### src/rtl/vote_pkg.sv
// Shared constants and types for the voting-machine button front-end and core.
package vote_pkg;

  localparam int NUM_CANDIDATES = 4;
  localparam int CNT_W          = 8;

  typedef enum logic [1:0] {
    IDLE         = 2'd0,
    WAIT_RELEASE = 2'd1,
    HOLDOFF      = 2'd2
  } cond_state_e;

  function automatic logic [CNT_W-1:0] cnt_of(input int n);
    return CNT_W'(n);
  endfunction

endpackage

### src/rtl/btn_debounce.sv
// One button lane: 2-flop synchroniser followed by a stable-count debouncer.
module btn_debounce
  import vote_pkg::*;
#(
  parameter int DEBOUNCE_CYCLES = 4
) (
  input  logic clk,
  input  logic reset,
  input  logic raw_i,
  output logic deb_o
);

  localparam logic [CNT_W-1:0] DEB_LIM = cnt_of(DEBOUNCE_CYCLES);
  localparam logic [CNT_W-1:0] ONE_CNT = cnt_of(1);

  logic             meta_q;
  logic             sync_q;
  logic             deb_q;
  logic             deb_d;
  logic [CNT_W-1:0] cnt_q;
  logic [CNT_W-1:0] cnt_d;
  logic [CNT_W-1:0] cnt_inc_s;

  assign cnt_inc_s = cnt_q + ONE_CNT;

  // Any sample agreeing with the current level restarts the stability count.
  always_comb begin
    deb_d = deb_q;
    cnt_d = '0;
    if (sync_q != deb_q) begin
      if (cnt_inc_s == DEB_LIM) begin
        deb_d = sync_q;
        cnt_d = '0;
      end else begin
        cnt_d = cnt_inc_s;
      end
    end else begin
      cnt_d = '0;
    end
  end

  always_ff @(posedge clk or posedge reset) begin
    if (reset) begin
      meta_q <= 1'b0;
      sync_q <= 1'b0;
      deb_q  <= 1'b0;
      cnt_q  <= '0;
    end else begin
      meta_q <= raw_i;
      sync_q <= meta_q;
      deb_q  <= deb_d;
      cnt_q  <= cnt_d;
    end
  end

  assign deb_o = deb_q;

endmodule

### src/rtl/vote_button_conditioner.sv
// Conditions raw candidate buttons into single-cycle, one-at-a-time press strobes.
// Optional press statistics counters are enabled with `define VOTE_COND_PRESS_CNT_EN.
module vote_button_conditioner
  import vote_pkg::*;
#(
  parameter int NUM_BTN         = NUM_CANDIDATES,
  parameter int DEBOUNCE_CYCLES = 4,
  parameter int HOLDOFF_CYCLES  = 8
) (
  input  logic               clk,
  input  logic               reset,
  input  logic [NUM_BTN-1:0] btn_raw,
  output logic [NUM_BTN-1:0] btn_pulse,
  output logic               multi_press_err,
  output logic               busy
`ifdef VOTE_COND_PRESS_CNT_EN
  ,
  output logic [15:0]        accepted_cnt,
  output logic [7:0]         rejected_cnt
`endif
);

  localparam logic [CNT_W-1:0]   HOLD_LIM = cnt_of(HOLDOFF_CYCLES);
  localparam logic [CNT_W-1:0]   ONE_CNT  = cnt_of(1);
  localparam logic [NUM_BTN-1:0] ONE_BTN  = NUM_BTN'(1);

  logic [NUM_BTN-1:0] deb_s;
  logic [NUM_BTN-1:0] deb_dly_q;
  logic [NUM_BTN-1:0] rise_s;
  logic               multi_s;

  cond_state_e        state_q, state_d;
  logic [CNT_W-1:0]   hold_q, hold_d;
  logic [NUM_BTN-1:0] pulse_q, pulse_d;
  logic               err_q, err_d;
  logic               busy_q;

  for (genvar i = 0; i < NUM_BTN; i++) begin : g_lane
    btn_debounce #(.DEBOUNCE_CYCLES(DEBOUNCE_CYCLES)) u_deb (
      .clk   (clk),
      .reset (reset),
      .raw_i (btn_raw[i]),
      .deb_o (deb_s[i])
    );
  end

  assign rise_s  = deb_s & ~deb_dly_q;
  // Clearing the lowest set bit leaves something only when two or more rose.
  assign multi_s = ((rise_s & (rise_s - ONE_BTN)) != '0);

  always_comb begin
    state_d = state_q;
    hold_d  = hold_q;
    pulse_d = '0;
    err_d   = 1'b0;
    case (state_q)
      IDLE: begin
        if (rise_s != '0) begin
          if (multi_s) begin
            err_d = 1'b1;
          end else begin
            pulse_d = rise_s;
          end
          state_d = WAIT_RELEASE;
        end else begin
          state_d = IDLE;
        end
      end
      WAIT_RELEASE: begin
        if (deb_s == '0) begin
          if (HOLD_LIM == '0) begin
            state_d = IDLE;
          end else begin
            hold_d  = HOLD_LIM;
            state_d = HOLDOFF;
          end
        end else begin
          state_d = WAIT_RELEASE;
        end
      end
      HOLDOFF: begin
        if (deb_s != '0) begin
          state_d = WAIT_RELEASE;
        end else if (hold_q == ONE_CNT) begin
          state_d = IDLE;
        end else begin
          hold_d = hold_q - ONE_CNT;
        end
      end
      default: begin
        state_d = IDLE;
      end
    endcase
  end

  always_ff @(posedge clk or posedge reset) begin
    if (reset) begin
      state_q   <= IDLE;
      hold_q    <= '0;
      pulse_q   <= '0;
      err_q     <= 1'b0;
      busy_q    <= 1'b0;
      deb_dly_q <= '0;
    end else begin
      state_q   <= state_d;
      hold_q    <= hold_d;
      pulse_q   <= pulse_d;
      err_q     <= err_d;
      busy_q    <= (state_d != IDLE);
      deb_dly_q <= deb_s;
    end
  end

  assign btn_pulse       = pulse_q;
  assign multi_press_err = err_q;
  assign busy            = busy_q;

`ifdef VOTE_COND_PRESS_CNT_EN
  logic [15:0] acc_q;
  logic [7:0]  rej_q;

  // Accepted presses wrap; rejections saturate so a stuck fault stays visible.
  always_ff @(posedge clk or posedge reset) begin
    if (reset) begin
      acc_q <= 16'h0000;
      rej_q <= 8'h00;
    end else begin
      if (pulse_d != '0) begin
        acc_q <= acc_q + 16'h0001;
      end
      if (err_d && (rej_q != 8'hFF)) begin
        rej_q <= rej_q + 8'h01;
      end
    end
  end

  assign accepted_cnt = acc_q;
  assign rejected_cnt = rej_q;
`endif

endmodule
### config.mk
export PLATFORM = sky130hd
export DESIGN_NAME = vote_button_conditioner
export DESIGN_NICKNAME = d
export VERILOG_FILES = /design/src/rtl/vote_pkg.sv /design/src/rtl/btn_debounce.sv /design/src/rtl/vote_button_conditioner.sv
export SDC_FILE = /design/constraint.sdc
export NUM_CORES = 1
export LEC_CHECK = 0
export CORE_MARGIN = 4
export CORE_UTILIZATION = 45
export DETAILED_ROUTE_END_ITERATION = 8
export PLACE_DENSITY = 0.71
export SYNTH_ARGS = -nofsm -noshare
export SYNTH_HDL_FRONTEND = slang
export SYNTH_HIERARCHICAL = 1
export SYNTH_SLANG_ARGS = --single-unit
### constraint.sdc
create_clock -name clk -period 3.9 [get_ports clk]
set_input_delay 0.78 -clock clk [delete_from_list [all_inputs] [get_ports clk]]
set_output_delay 0.78 -clock clk [all_outputs]
set_load 0.02 [all_outputs]
==> out/metrics.yaml <==
power.static_leakage_nw: 1.54
post_drt_wl_per_cell_um: 13.2
finish.utilization_pct: 52.6
drive_gt1_share_pct: 9.90
cp_max_fo: 1
synth_seq_cells: 64
synthArstFlopShare_pct: 100
finalWorstSetupSlack_ns: 1.83
synthFlopType: "dfrtp_1"
rrSetupSlack_ns: 1.97
grt_pass1_wl_um: 9530
antenna_found_initial: 0
peakVddDrop_mv: 0.337
die_x_um: 92.5
worst-setup-path-type: "reg2out"
tns_ns: 0
fillers: 619
cts_buffers: 9
synthDistinctLibCells: 46
finalCriticalPeriod_ns: 2.07
synthTopCellsByArea: "dfrtp_1 (50%), xnor2_1 (5.5%), xor2_1 (4.9%)"
skew_ns: 0.00695
yosysMostFrequentCell: "dfrtp_1"
synth_edf_count: 0
core_sq_mm: 0.00687
ys_warn_count: 6
cpLargestDelayFamily: "buffers and inverters"
nets: 324
cts_setup_buffers: 0
synthCells: 297
maxCapViolCount: 0
finalHoldViolCount: 0
cp_slowest_cell: "clkdlybuf4s50_1"
hold_buffers: 0
crit_chain: "clkdlybuf4s50_1"
synthTopCellsByCount: "dfrtp_1 (64), nor2_1 (30), xnor2_1 (20)"
avgSynthCellArea_sq_um: 10.8
drt-total-wl_um: 5410
cts_max_level: 3
gp_congestion: 0.812
start_kind: "flip-flop"
power_density_mw_per_mm2: 601
insertion_delay_ns: 0.34
cp.arrival_ns: 1.29
cts_resized: 0
fin_crit_sh_pct: 53.0
worst_pin_slew_ns: 0.736
grt_usage_pct: 14.0
whs_endpoint: "g_lane[0].u_deb/sync_q"
crit_path_end_kind: "primary output"
fin_cells: 409
rsz0062_at_grt: "no"
synth_top_area_share_pct: 49.9
clk_pin_slew_ns: 0.06
num_rows: 30
floorplan.initialDensity_pct: 46.8
grt_pass1_vias: 2097
dp_cells: 393
synth_top_cell_by_area: "dfrtp_1"
critPathMaxStageDelay_ns: 0.61
cts_root_buf: "clkbuf_8"
syn_area_sq_mm: 0.00321
syn_nets: 313
fin_area_sq_mm: 0.00362
via_per_inst: 5.30
drt-initial-drc-count: 95
hold_depth: 0
dpl-instance-area_sq_mm: 0.00340
tritoncts: "yes"
drcViolationCount: 0
max_slew_margin_pct: 50.9
num_io_pins: 12
status: "finished, final reports clean"
fin_hold_ws_ns: 0.345
r2r-end: "g_lane[2].u_deb/deb_o"
die_y_um: 92.5
drtPass1Iterations: 4
hp-class: "reg2reg"
yosysSeqAreaShare_pct: 49.9
port_buffers: 11
setup_violations: 0
critical_path_buf_inv_count: 1
reg2reg_depth: 4
clock_path_buffers: 2
dpl.hpwl_um: 3760
grt_max_degree: 21
crit_path_start: "busy"
timing.rr.start: "g_lane[2].u_deb/cnt_q[0]"
antenna_cells: 0
die_area_sq_mm: 0.00855
fmax_mhz: 484
vias: 2167
grt_overflow: 0
dp_slack_ns: 1.97
slew_violations: 0
hp-start: "g_lane[0].u_deb/meta_q"
cp_data_required_time_ns: 3.12
syn_to_final_growth_pct: 12.6
cts.sinks: 64
drtAntennaViolNets: 0
power_mw: 2.17
==> sequential cells by signal, summed over array words and instances (netlist names) <==
signal / flops
g_lane.u_deb/cnt_q: 32
deb_dly_q: 4
g_lane.u_deb/meta_q: 4
g_lane.u_deb/deb_o: 4
g_lane.u_deb/sync_q: 4
hold_q: 8
busy: 1
state_q: 2
btn_pulse: 4
multi_press_err: 1
==> worst max-delay path by stage <==
stage	slack (ns)	cells after the start	end
floorplan	2.14	4	g_lane[0].u_deb/deb_o
global placement	2.00	4	g_lane[1].u_deb/deb_o
detailed placement	1.97	2	hold_q[4]
CTS	1.80	1	btn_pulse[1]
global route	1.80	1	busy
finish	1.83	1	busy
==> report_power, final <==
group / total, mW / switching [mW] / internal, mW
sequential: 0.981 / 0.174 / 0.807
combinational: 0.594 / 0.323 / 0.271
clock: 0.598 / 0.234 / 0.364
total: 2.17 / 0.732 / 1.44
==> cells in the final DEF, fill, tap and decap left out, types with 11 or more instances in the layout <==
| master | count |
|---|---|
| nor2_1 | 30 |
| xnor2_1 | 20 |
| clkbuf_8 | 13 |
| nor3_1 | 11 |
| clkdlybuf4s50_1 | 11 |
| nand2_1 | 11 |
| inv_1 | 12 |
| dfrtp_1 | 64 |
| xor2_1 | 18 |
==> routing by layer <==
metal	global-route usage, %	share of wire [%]
met1	18.5	48
met2	21.8	47
met3	2.68	2.6
met4	7.80	2.5
met5	0	0
==> layout make-up <==
| class | instances | area, sq um | share of cell area, % |
|---|---|---|---|
| well taps | 96 | 120 | 3.32 |
| clock buffers | 14 | 183 | 5.05 |
| flip-flops and latches | 64 | 1600 | 44.3 |
| clock inverters | 2 | 35.0 | 0.969 |
| multi-input cells | 210 | 1520 | 42.1 |
| repair buffers | 11 | 110 | 3.04 |
| inverters | 12 | 45.0 | 1.25 |
==> cell families after synthesis <==
group | count (synthesis) | share of synthesized area [%]
and+or+nand+nor | 117 | 20.8
DFF | 64 | 49.9
AOI/OAI and AO/OA | 40 | 10.6
xor gates and xnor gates | 38 | 10.4
buffers and inverters | 23 | 2.77
adders and majority gates | 10 | 3.90
muxes | 5 | 1.71
(Power assumes the default switching activity.)
